## src/rtl/strobe_sync_pkg.sv

```systemverilog
// strobe_sync shared types: FSM encoding and width helpers
// derived from the period and tolerance parameters.
package strobe_sync_pkg;

  typedef enum logic [1:0] {
    SEARCH = 2'd0,
    VERIFY = 2'd1,
    LOCK   = 2'd2,
    HOLD   = 2'd3
  } state_t;

  function automatic int phase_w(input int num);
    return $clog2(num);
  endfunction

  function automatic int period_w(input int num, input int tol);
    return $clog2(num + tol + 1);
  endfunction

  // Elapsed counter must also hold the saturation value NUM+TOL+1.
  function automatic int elapsed_w(input int num, input int tol);
    return $clog2(num + tol + 2);
  endfunction

endpackage

```

## src/rtl/strobe_sync_period_meas.sv

```systemverilog
// Elapsed-cycle counter since the reference strobe, with window
// saturation, flywheel advance and the good/bad period compare.
module strobe_sync_period_meas
  import strobe_sync_pkg::*;
#(
  parameter int NUM = 2048,
  parameter int TOL = 2
) (
  input  logic                         i_clk,
  input  logic                         i_rst_n,
  input  logic                         i_ref,
  input  logic                         i_fly_en,
  input  logic                         i_upd,
  output logic                         o_good,
  output logic                         o_close,
  output logic [period_w(NUM,TOL)-1:0] o_period
);

  localparam int EW = elapsed_w(NUM, TOL);
  localparam int QW = period_w(NUM, TOL);

  localparam logic [EW-1:0] C_ONE  = EW'(1);
  localparam logic [EW-1:0] C_LO   = EW'(NUM - TOL);
  localparam logic [EW-1:0] C_HI   = EW'(NUM + TOL);
  localparam logic [EW-1:0] C_MAX  = EW'(NUM + TOL + 1);
  localparam logic [EW-1:0] C_FLY  = EW'(TOL + 1);
  localparam logic [EW-1:0] C_QMAX = EW'((1 << QW) - 1);

  logic [EW-1:0] r_elapsed;
  logic [EW-1:0] w_p;
  logic [EW-1:0] w_next;
  logic          w_close;
  logic          w_fly;

  assign w_close = (r_elapsed == C_MAX);
  assign w_fly   = w_close && i_fly_en;

  // On a flywheel step the reference moves NUM forward, so a
  // strobe in that same cycle is measured against the new one.
  assign w_p = w_fly ? C_FLY : r_elapsed;

  assign o_good  = (w_p >= C_LO) && (w_p <= C_HI);
  assign o_close = w_close;

  always_comb begin
    w_next = r_elapsed + C_ONE;
    if (i_ref)        w_next = C_ONE;
    else if (w_fly)   w_next = C_FLY + C_ONE;
    else if (w_close) w_next = C_MAX;
  end

  always_ff @(posedge i_clk or negedge i_rst_n) begin
    if (!i_rst_n) begin
      r_elapsed <= '0;
      o_period  <= '0;
    end else begin
      r_elapsed <= w_next;
      if (i_upd)
        o_period <= (w_p > C_QMAX) ? QW'(C_QMAX) : QW'(w_p);
    end
  end

endmodule

```

## src/rtl/strobe_sync.sv

```systemverilog
// strobe_sync: locks to a periodic strobe and regenerates it,
// riding through missed strobes with a flywheel.
module strobe_sync
  import strobe_sync_pkg::*;
#(
  parameter int NUM      = 2048,
  parameter int TOL      = 2,
  parameter int LOCK_CNT = 3,
  parameter int MISS_MAX = 2
) (
  input  logic                         clk_sig,
  input  logic                         reset_sig,
  input  logic                         strobe_sig,
  output logic                         locked_sig,
  output logic                         tick_sig,
  output logic [phase_w(NUM)-1:0]      phase_sig,
  output logic [period_w(NUM,TOL)-1:0] period_sig,
  output logic                         err_sig
);

  localparam int PW = phase_w(NUM);
  localparam int GW = $clog2(LOCK_CNT + 1);
  localparam int MW = $clog2(MISS_MAX + 1);

  localparam logic [PW-1:0] C_PH_LAST = PW'(NUM - 1);
  localparam logic [GW-1:0] C_GOOD    = GW'(LOCK_CNT);
  localparam logic [MW-1:0] C_MISS    = MW'(MISS_MAX);

  if (NUM < 4 || 2 * TOL >= NUM || LOCK_CNT < 1 || MISS_MAX < 1)
  begin : g_bad_param
    $error("strobe_sync: illegal parameter set");
  end

  logic [1:0]    r_rst_sync;
  logic          w_rst_n;
  state_t        r_state;
  state_t        w_state_d;
  logic [GW-1:0] r_good;
  logic [GW-1:0] w_good_d;
  logic [MW-1:0] r_miss;
  logic [MW-1:0] w_miss_d;
  logic          w_ref;
  logic          w_realign;
  logic          w_upd;
  logic          w_err_d;
  logic          w_fly_en;
  logic          w_good;
  logic          w_close;
  logic          w_locked_d;
  logic          w_tick_d;
  logic [PW-1:0] w_phase_d;

  // Assert asynchronously, release on the second clock edge.
  always_ff @(posedge clk_sig or negedge reset_sig) begin
    if (!reset_sig) r_rst_sync <= '0;
    else            r_rst_sync <= {r_rst_sync[0], 1'b1};
  end

  assign w_rst_n  = r_rst_sync[1];
  assign w_fly_en = (r_state == LOCK) || (r_state == HOLD);

  strobe_sync_period_meas #(
    .NUM (NUM),
    .TOL (TOL)
  ) u_meas (
    .i_clk    (clk_sig),
    .i_rst_n  (w_rst_n),
    .i_ref    (w_ref),
    .i_fly_en (w_fly_en),
    .i_upd    (w_upd),
    .o_good   (w_good),
    .o_close  (w_close),
    .o_period (period_sig)
  );

  always_ff @(posedge clk_sig or negedge w_rst_n) begin
    if (!w_rst_n) begin
      r_state    <= SEARCH;
      r_good     <= '0;
      r_miss     <= '0;
      locked_sig <= 1'b0;
      tick_sig   <= 1'b0;
      phase_sig  <= '0;
      err_sig    <= 1'b0;
    end else begin
      r_state    <= w_state_d;
      r_good     <= w_good_d;
      r_miss     <= w_miss_d;
      locked_sig <= w_locked_d;
      tick_sig   <= w_tick_d;
      phase_sig  <= w_phase_d;
      err_sig    <= w_err_d;
    end
  end

  always_comb begin
    w_state_d = r_state;
    w_good_d  = r_good;
    w_miss_d  = r_miss;
    w_ref     = 1'b0;
    w_realign = 1'b0;
    w_upd     = 1'b0;
    w_err_d   = 1'b0;
    unique case (r_state)
      SEARCH: begin
        if (strobe_sig) begin
          w_ref     = 1'b1;
          w_good_d  = '0;
          w_miss_d  = '0;
          w_state_d = VERIFY;
        end
      end
      VERIFY: begin
        if (strobe_sig) begin
          w_upd = 1'b1;
          w_ref = 1'b1;
          if (w_good) begin
            w_good_d = r_good + GW'(1);
            if (w_good_d == C_GOOD) begin
              w_state_d = LOCK;
              w_realign = 1'b1;
              w_miss_d  = '0;
            end
          end else begin
            w_err_d  = 1'b1;
            w_good_d = '0;
          end
        end else if (w_close) begin
          w_state_d = SEARCH;
        end
      end
      LOCK, HOLD: begin
        if (w_close) begin
          w_miss_d  = r_miss + MW'(1);
          w_state_d = (w_miss_d == C_MISS) ? SEARCH : HOLD;
        end
        if (strobe_sig) begin
          w_upd = 1'b1;
          if (w_good) begin
            w_ref     = 1'b1;
            w_realign = 1'b1;
            w_miss_d  = '0;
            w_state_d = LOCK;
          end else begin
            w_err_d = 1'b1;
          end
        end
      end
    endcase
  end

  always_comb begin
    w_locked_d = (w_state_d == LOCK) || (w_state_d == HOLD);
    w_tick_d   = 1'b0;
    w_phase_d  = '0;
    if (w_locked_d) begin
      if (w_realign || phase_sig == C_PH_LAST) w_tick_d = 1'b1;
      else w_phase_d = phase_sig + PW'(1);
    end
  end

endmodule

```

## config.mk

```make
export PLATFORM = sky130hd
export DESIGN_NAME = strobe_sync
export DESIGN_NICKNAME = d
export VERILOG_FILES = /design/src/rtl/strobe_sync_pkg.sv /design/src/rtl/strobe_sync_period_meas.sv /design/src/rtl/strobe_sync.sv
export SDC_FILE = /design/constraint.sdc
export NUM_CORES = 1
export LEC_CHECK = 0
export BUFFER_PORTS_ARGS = -buffer_cell sky130_fd_sc_hd__buf_4
export CORE_MARGIN = 1
export CORE_UTILIZATION = 40
export CTS_BUF_LIST = sky130_fd_sc_hd__clkbuf_4 sky130_fd_sc_hd__clkbuf_8
export CTS_CLUSTER_DIAMETER = 60
export DETAILED_ROUTE_END_ITERATION = 12
export PLACE_DENSITY = 0.65
export SKIP_CTS_REPAIR_TIMING = 1
export SLEW_MARGIN = 20
export SYNTH_ARGS = -nofsm -noshare
export SYNTH_HDL_FRONTEND = slang
export SYNTH_SLANG_ARGS = --single-unit
```

## constraint.sdc

```tcl
create_clock -name clk_sig -period 3.48 [get_ports clk_sig]
set_input_delay 0.348 -clock clk_sig [delete_from_list [all_inputs] [get_ports clk_sig]]
set_output_delay 0.348 -clock clk_sig [all_outputs]
set_load 0.05 [all_outputs]
```

* After elaboration in Yosys (flattened, before gate mapping) *
Index checks and enable logic that the tools add are counted.

word-level totals
  flip-flop bits (word level) = 46
  latch bits = 0
  memory bits (writable) = 0
  memory bits (read-only) = 0
  input port bits = 3
  output and inout bits = 26
  logic and storage cells = 84
  memories kept = 0

operators by class
  $add $sub $neg = 4
  multipliers = 0
  divide/modulo/power cells = 0
  $lt $le $gt $ge = 3
  equality and inequality tests = 13
  shift operators = 0
  multiplexer cells = 42
  bitwise operators = 0
  reductions and logical operators = 12

operators by type and width
  operator                                                                               number
  12-bit two-way mux                                                                     5
  2-bit two-way mux                                                                      18
  11-bit two-way mux                                                                     2
  12-bit by 1-bit adder with 12-bit output, second input constant                        1
  12-bit equality test, second input constant                                            1
  2-bit equality test, second input constant                                             6
  12-bit by 11-bit greater-or-equal comparator with 1-bit output, second input constant  1
  12-bit greater-than comparator, second input constant                                  1
  12-bit less-or-equal comparator, second input constant                                 1
  1-bit two-way mux                                                                      12
  2-bit one-hot mux with 3 select lines                                                  2
  11-bit by 1-bit adder with 11-bit output, second input constant                        1
  11-bit equality test, second input constant                                            1
  2-bit != test, second input constant                                                   3
  2-bit by 1-bit adder with 2-bit output, second input constant                          2
  1-bit one-hot mux with 2 select lines                                                  2
  2-bit one-hot mux with 2 select lines                                                  1
  4-bit AND reduction                                                                    1
  2-bit OR reduction                                                                     2
  1-bit logical OR                                                                       3
  3-bit AND reduction                                                                    1
  3-bit OR reduction                                                                     1
  2-bit by 1-bit equality test with 1-bit output, second input constant                  1
  1-bit logical AND                                                                      2
  other kinds (3)                                                                        3

* Longest topological paths before layout *
  word-level depth = 12
  gate-level depth with buffers = 7
  mapped depth without buffers = 6

* Modules after synthesis *
A second synthesis with hierarchy kept.

second synthesis, totals
  cells, all modules = 213
  area, all modules = 2192.1 um2

by module, submodules not included
  module                   times used  cells an instance  area an instance (um2)  seq. area each (um2)
  strobe_sync_period_meas  1           112                1188.6                  600.6
  strobe_sync              1           101                1003.5                  525.5

* Least setup slack after synthesis *
OpenSTA, ideal clock, no wires.

  path type = register -> register
  start point = register phase_sig[0]
  end point = register phase_sig[0]
  setup time = 0.143 ns
  arrival time = 1.671 ns
  data required time = 3.337 ns
  path slack = 1.666 ns
  stages on the path, launching flop included = 8
  buffers on the path = 1
  period minus slack after synthesis = 1.814 ns
  cell sequence = dfrtp_1 > ha_1 > nand4_1 > nor2_1 > nand3_1 > o211ai_2 > buf_4 > nor2_1

on the way
  word-level cells in the longest chain between the ends = 4
  elaborated cells between the ends (all ways) = 5
  those cells by class = add/sub (1); eq/ne (1); mux (2); reduce/logical (1)

RTL lines
  what                                                                                              line                source
  from (decl)                                                                                       strobe_sync.sv:16   output logic [phase_w(NUM)-1:0] phase_sig,
  from (signal assigned)                                                                            strobe_sync.sv:91   phase_sig <= w_phase_d;
  parallel branches: the longest is 2 deep, another holds 11-bit by 1-bit adder with 11-bit output  n/a
  11-bit two-way mux *                                                                              strobe_sync.sv:157  if (w_realign || phase_sig == C_PH_LAST) w_tick_d = 1'b1;
  11-bit two-way mux *                                                                              strobe_sync.sv:156  if (w_locked_d) begin
  via w_phase_d[0]                                                                                  strobe_sync.sv:51   logic [PW-1:0] w_phase_d;

Mark *: on every way through the listed nets, which the timed path passes.
A chain may end at the register's enable or synchronous reset.

* Final worst setup path *
  start point = register u_meas.r_elapsed[5]
  end point = register phase_sig[4]

on the way
  word-level cells in the longest chain between the ends = 11
  elaborated cells between the ends (all ways) = 24
  those cells by class = order compare (2); eq/ne (3); mux (15); reduce/logical (4)

RTL lines
  what                                                                                                                      line                                    source
  from (decl)                                                                                                               strobe_sync_period_meas.sv:29           logic [EW-1:0] r_elapsed;
  from (signal assigned)                                                                                                    strobe_sync_period_meas.sv:57           r_elapsed <= w_next;
  12-bit equality test                                                                                                      strobe_sync_period_meas.sv:35           assign w_close = (r_elapsed == C_MAX);
  1-bit logical AND                                                                                                         strobe_sync_period_meas.sv:36           assign w_fly = w_close && i_fly_en;
  12-bit two-way mux                                                                                                        strobe_sync_period_meas.sv:40           assign w_p = w_fly ? C_FLY : r_elapsed;
  12-bit by 11-bit greater-or-equal comparator with 1-bit output / 12-bit less-or-equal comparator (equally long branches)  strobe_sync_period_meas.sv:42           assign o_good = (w_p >= C_LO) && (w_p <= C_HI);
  1-bit logical AND                                                                                                         strobe_sync_period_meas.sv:42
  2-bit two-way mux, or another cell as far along                                                                           strobe_sync.sv:139                      if (w_good) begin
  2-bit two-way mux, or another cell as far along                                                                           strobe_sync.sv:137                      if (strobe_sig) begin
  2-bit one-hot mux with 3 select lines / 1-bit one-hot mux with 2 select lines (equally long branches)                     strobe_sync.sv:104                      unique case (r_state)
  2-bit equality test / 1-bit logical OR (equally long branches)                                                            strobe_sync.sv:153, strobe_sync.sv:157
  1-bit logical OR / 11-bit two-way mux (equally long branches)                                                             strobe_sync.sv:153, strobe_sync.sv:157
  11-bit two-way mux *                                                                                                      strobe_sync.sv:156
  via w_phase_d[4]                                                                                                          strobe_sync.sv:51

Mark *: on every way through the listed nets, which the timed path passes. The rest lies on a longest branch.

==> flow_summary.yaml <==
die:
  placementRows: 27
  floorplan.die_area_um2: 6070
  design.core.area_um2: 5540
  top_level_ports: 29
  start_util: 0.416
  floorplan.die.width_um: 77.9
  dieHeight_um: 77.9
outcome:
  outcome: "complete, no violations"
pwr:
  pwr-share-clk: 0.294
  comb_power_share: 0.217
  power-per-cell-area_nw_per_um2: 503
  seqPwrFrac: 0.489
  power.total_mw: 1.37
  ir_worst_vdd_uv: 325
  net-switching-power_mw: 0.441
  switching_share: 0.323
  p_leak_nw: 1.25
  p_int_mw: 0.925
sta:
  final_setup_violation_count: 0
  layout_min_cycle_time_ps: 2130
  number_of_hold_slack_violations_in_the_final_timing_report: 0
  whs_ps: 255
  totalNegativeSetupSlack_ps: 0
  fin_worst_skew_ps: 14.0
  timing.slew.headroom: 0.640
  finalMaxSlewViolations: 0
  worst-slew-pin-transition_ps: 539
  fmax_mhz: 468
  timing.final.crit_share: 0.613
  unrepaired_setup_endpoints_after_global_routing: "false"
cts:
  tritoncts: "yes"
  path_clk_slew_ps: 90
  ctsRootBufferMaster: "clkbuf_8"
  cts_max_path_buffers: 2
  insertion_delay_ps: 300
  cts_inserted_buffers: 5
  htreeDepth: 2
  cts_sinks: 46
detailed_routing:
  drt-vias-per-instance: 5.29
  totalWireLength_um: 4540
  detail_route.drc_violations: 0
  wire_per_inst_um: 13.8
  detail-route-antenna-nets: 0
  dr.first_iter.drc_count: 69
  drt_pass1_iterations: 4
  route.vias.total: 1741
placement:
  post-dp-hpwl_um: 3170
  gpl.final_weighted_congestion: 0.780
  port_buffers: 28
synthesis:
  yosys_register_bits: 46
  yosys.cell_count.top_type: "dfrtp_1"
  synthesis.area_per_instance_um2: 10.2
  synth.top_cells.by_area: "dfrtp_1, nor2_1, mux2_2, xnor2_1, xor2_1"
  synth-edff-count: 0
  post_synth_most_frequent_cells: "dfrtp_1, nor2_1, nand2_1, o21ai_0, nand3_1"
  synth_area_leader_cell: "dfrtp_1"
  synth_cell_type_count: 44
  mapped_area_um2: 2300
  synth-warning-count: 0
  seq_area_frac_synth: 0.499
  postSynth.asyncResetShare: 1.00
  syn-num-nets: 234
  yosys.area.top_type_share: 0.499
  postSynth.topFlopCell: "dfrtp_1"
  post_synth_inst_count: 227
grt:
  grt_util_all_layers: 0.159
  antenna_found_initial: 0
  globalRoute.totalOverflow: 0
  first_global_vias: 1591
  grt_first_pass_wirelength_um: 7600
  grt_start_max_net_pins: 45
worst_setup_path:
  cpLargestDelayFamily: "simple AND/OR/NAND/NOR gates"
  worst-setup-path-type: "reg -> reg"
  setup.worst_path.end_class: "flip-flop"
  cp_slowest_stage_delay_ps: 510
  cells_along_the_critical_path: "nor4b_2 -> and4_1 -> nor3_1 -> o211ai_2 -> nor2_1"
  critical_path_buffers_and_inverters: 0
  worst_ep_arrival_time_ps: 2300
  crit_path_max_fanout: 11
  critical-path-slowest-cell: "nor4b_2"
  cp_data_required_time_ps: 3640
  worst_setup_start_kind: "flip-flop"
finish:
  ff_latch_area_um2: 1150
  fillerInstances: 535
  number_of_antenna_repair_diodes: 0
  design.final.nets: 263
  drive_gt1_frac: 0.226
  syn2layout_area_growth_pct: 18.0
  multi_input_area_um2: 1080
flow_run:
  number_of_violations_of_the_max_capacitance_limit: 0
worst_hold_path:
  worstHoldPathType: "reg -> async"
-- registers in the layout, indices dropped and copies added (netlist names) --
name / count
r_state: 2
phase_sig: 11
r_miss: 2
r_rst_sync: 2
r_good: 2
tick_sig: 1
err_sig: 1
u_meas.o_period: 12
u_meas.r_elapsed: 12
locked_sig: 1
-- layer usage --
layer / routed length (um) / part of all wire / GRT usage
met1: 2210 / 0.49 / 0.225
met2: 2120 / 0.47 / 0.241
met3: 146 / 0.032 / 0.0388
met4: 65 / 0.014 / 0.0500
met5: 0 / 0 / 0
-- worst paths after layout --
| check | start | endpoint | slack [ps] | cells after the start |
|---|---|---|---|---|
| setup / recovery | u_meas.r_elapsed[5] | phase_sig[4] | 1350 | 5 |
| hold / removal | r_rst_sync[1] | u_meas.o_period[0] | 250 | 0 |
| setup reg to reg | u_meas.r_elapsed[5] | phase_sig[4] | 1350 | 5 |
| hold reg to reg | r_rst_sync[1] | u_meas.o_period[0] | 250 | 0 |
| max in group asynchronous | r_rst_sync[1] | r_good[1] | 2730 | 1 |
| min in group clk_sig | strobe_sig | u_meas.r_elapsed[1] | 350 | 2 |
-- power groups by stage --
| stage | clock network [mW] | registers (mW) | logic [mW] |
|---|---|---|---|
| floorplan | 0 | 0.761 | 0.139 |
| global route | 0.431 | 0.682 | 0.315 |
| CTS | 0.414 | 0.674 | 0.290 |
| finish | 0.402 | 0.669 | 0.296 |
| global placement | 0 | 0.684 | 0.284 |
| detailed placement | 0 | 0.685 | 0.287 |
-- area by class of cell --
class / instances / area share
clock buffer: 6 / 0.0281
clock inverter: 2 / 0.0138
inverter: 6 / 0.00828
multi-input combinational: 166 / 0.399
sequential: 46 / 0.424
tap: 72 / 0.0331
timing repair buffer: 31 / 0.0939
-- cells in the final DEF (no fill, tap or decap), types with 2 or more instances in the layout --
cell type  count
nor3_1         3
a21oi_1        6
nor4_4         2
buf_4         29
mux2_2         9
dfrtp_1       45
o31ai_1        2
o21bai_1       2
clkbuf_8       5
o21ai_1        2
o21ai_0       11
xor2_1         9
and4_1         4
nand2_1       17
nor2_1        39
o221ai_1       2
nand4_1        9
xnor2_1        9
inv_1          6
ha_1           4
nand3_1       10
and2_1         2
a21o_1         2
and3_1         4
-- cells by family (layout without fill, tap and decap cells) --
kind of cell,count (synthesis),count (layout),share of synthesized area
compound gates,35,35,0.0972
xor+xnor,18,18,0.0684
fa+ha+maj,4,4,0.0217
buf+inv,15,45,0.0299
flops,46,46,0.499
mux,9,9,0.0440
other cells,1,1,0.00163
simple gates,99,99,0.238
-- per-stage QoR --
stage / setup slack [ps] / util / instances / area (um^2)
2_1_floorplan: 1670 / - / 227 / 2300
3_3_place_gp: 1450 / 0.463 / 319 / 2570
3_5_place_dp: 1400 / 0.463 / 319 / 2570
4_1_cts: 1380 / 0.484 / 327 / 2680
5_1_grt: 1170 / 0.491 / 329 / 2720
6_report: 1350 / 0.491 / 329 / 2720
No activity file was read; power rests on OpenSTA's default activity.
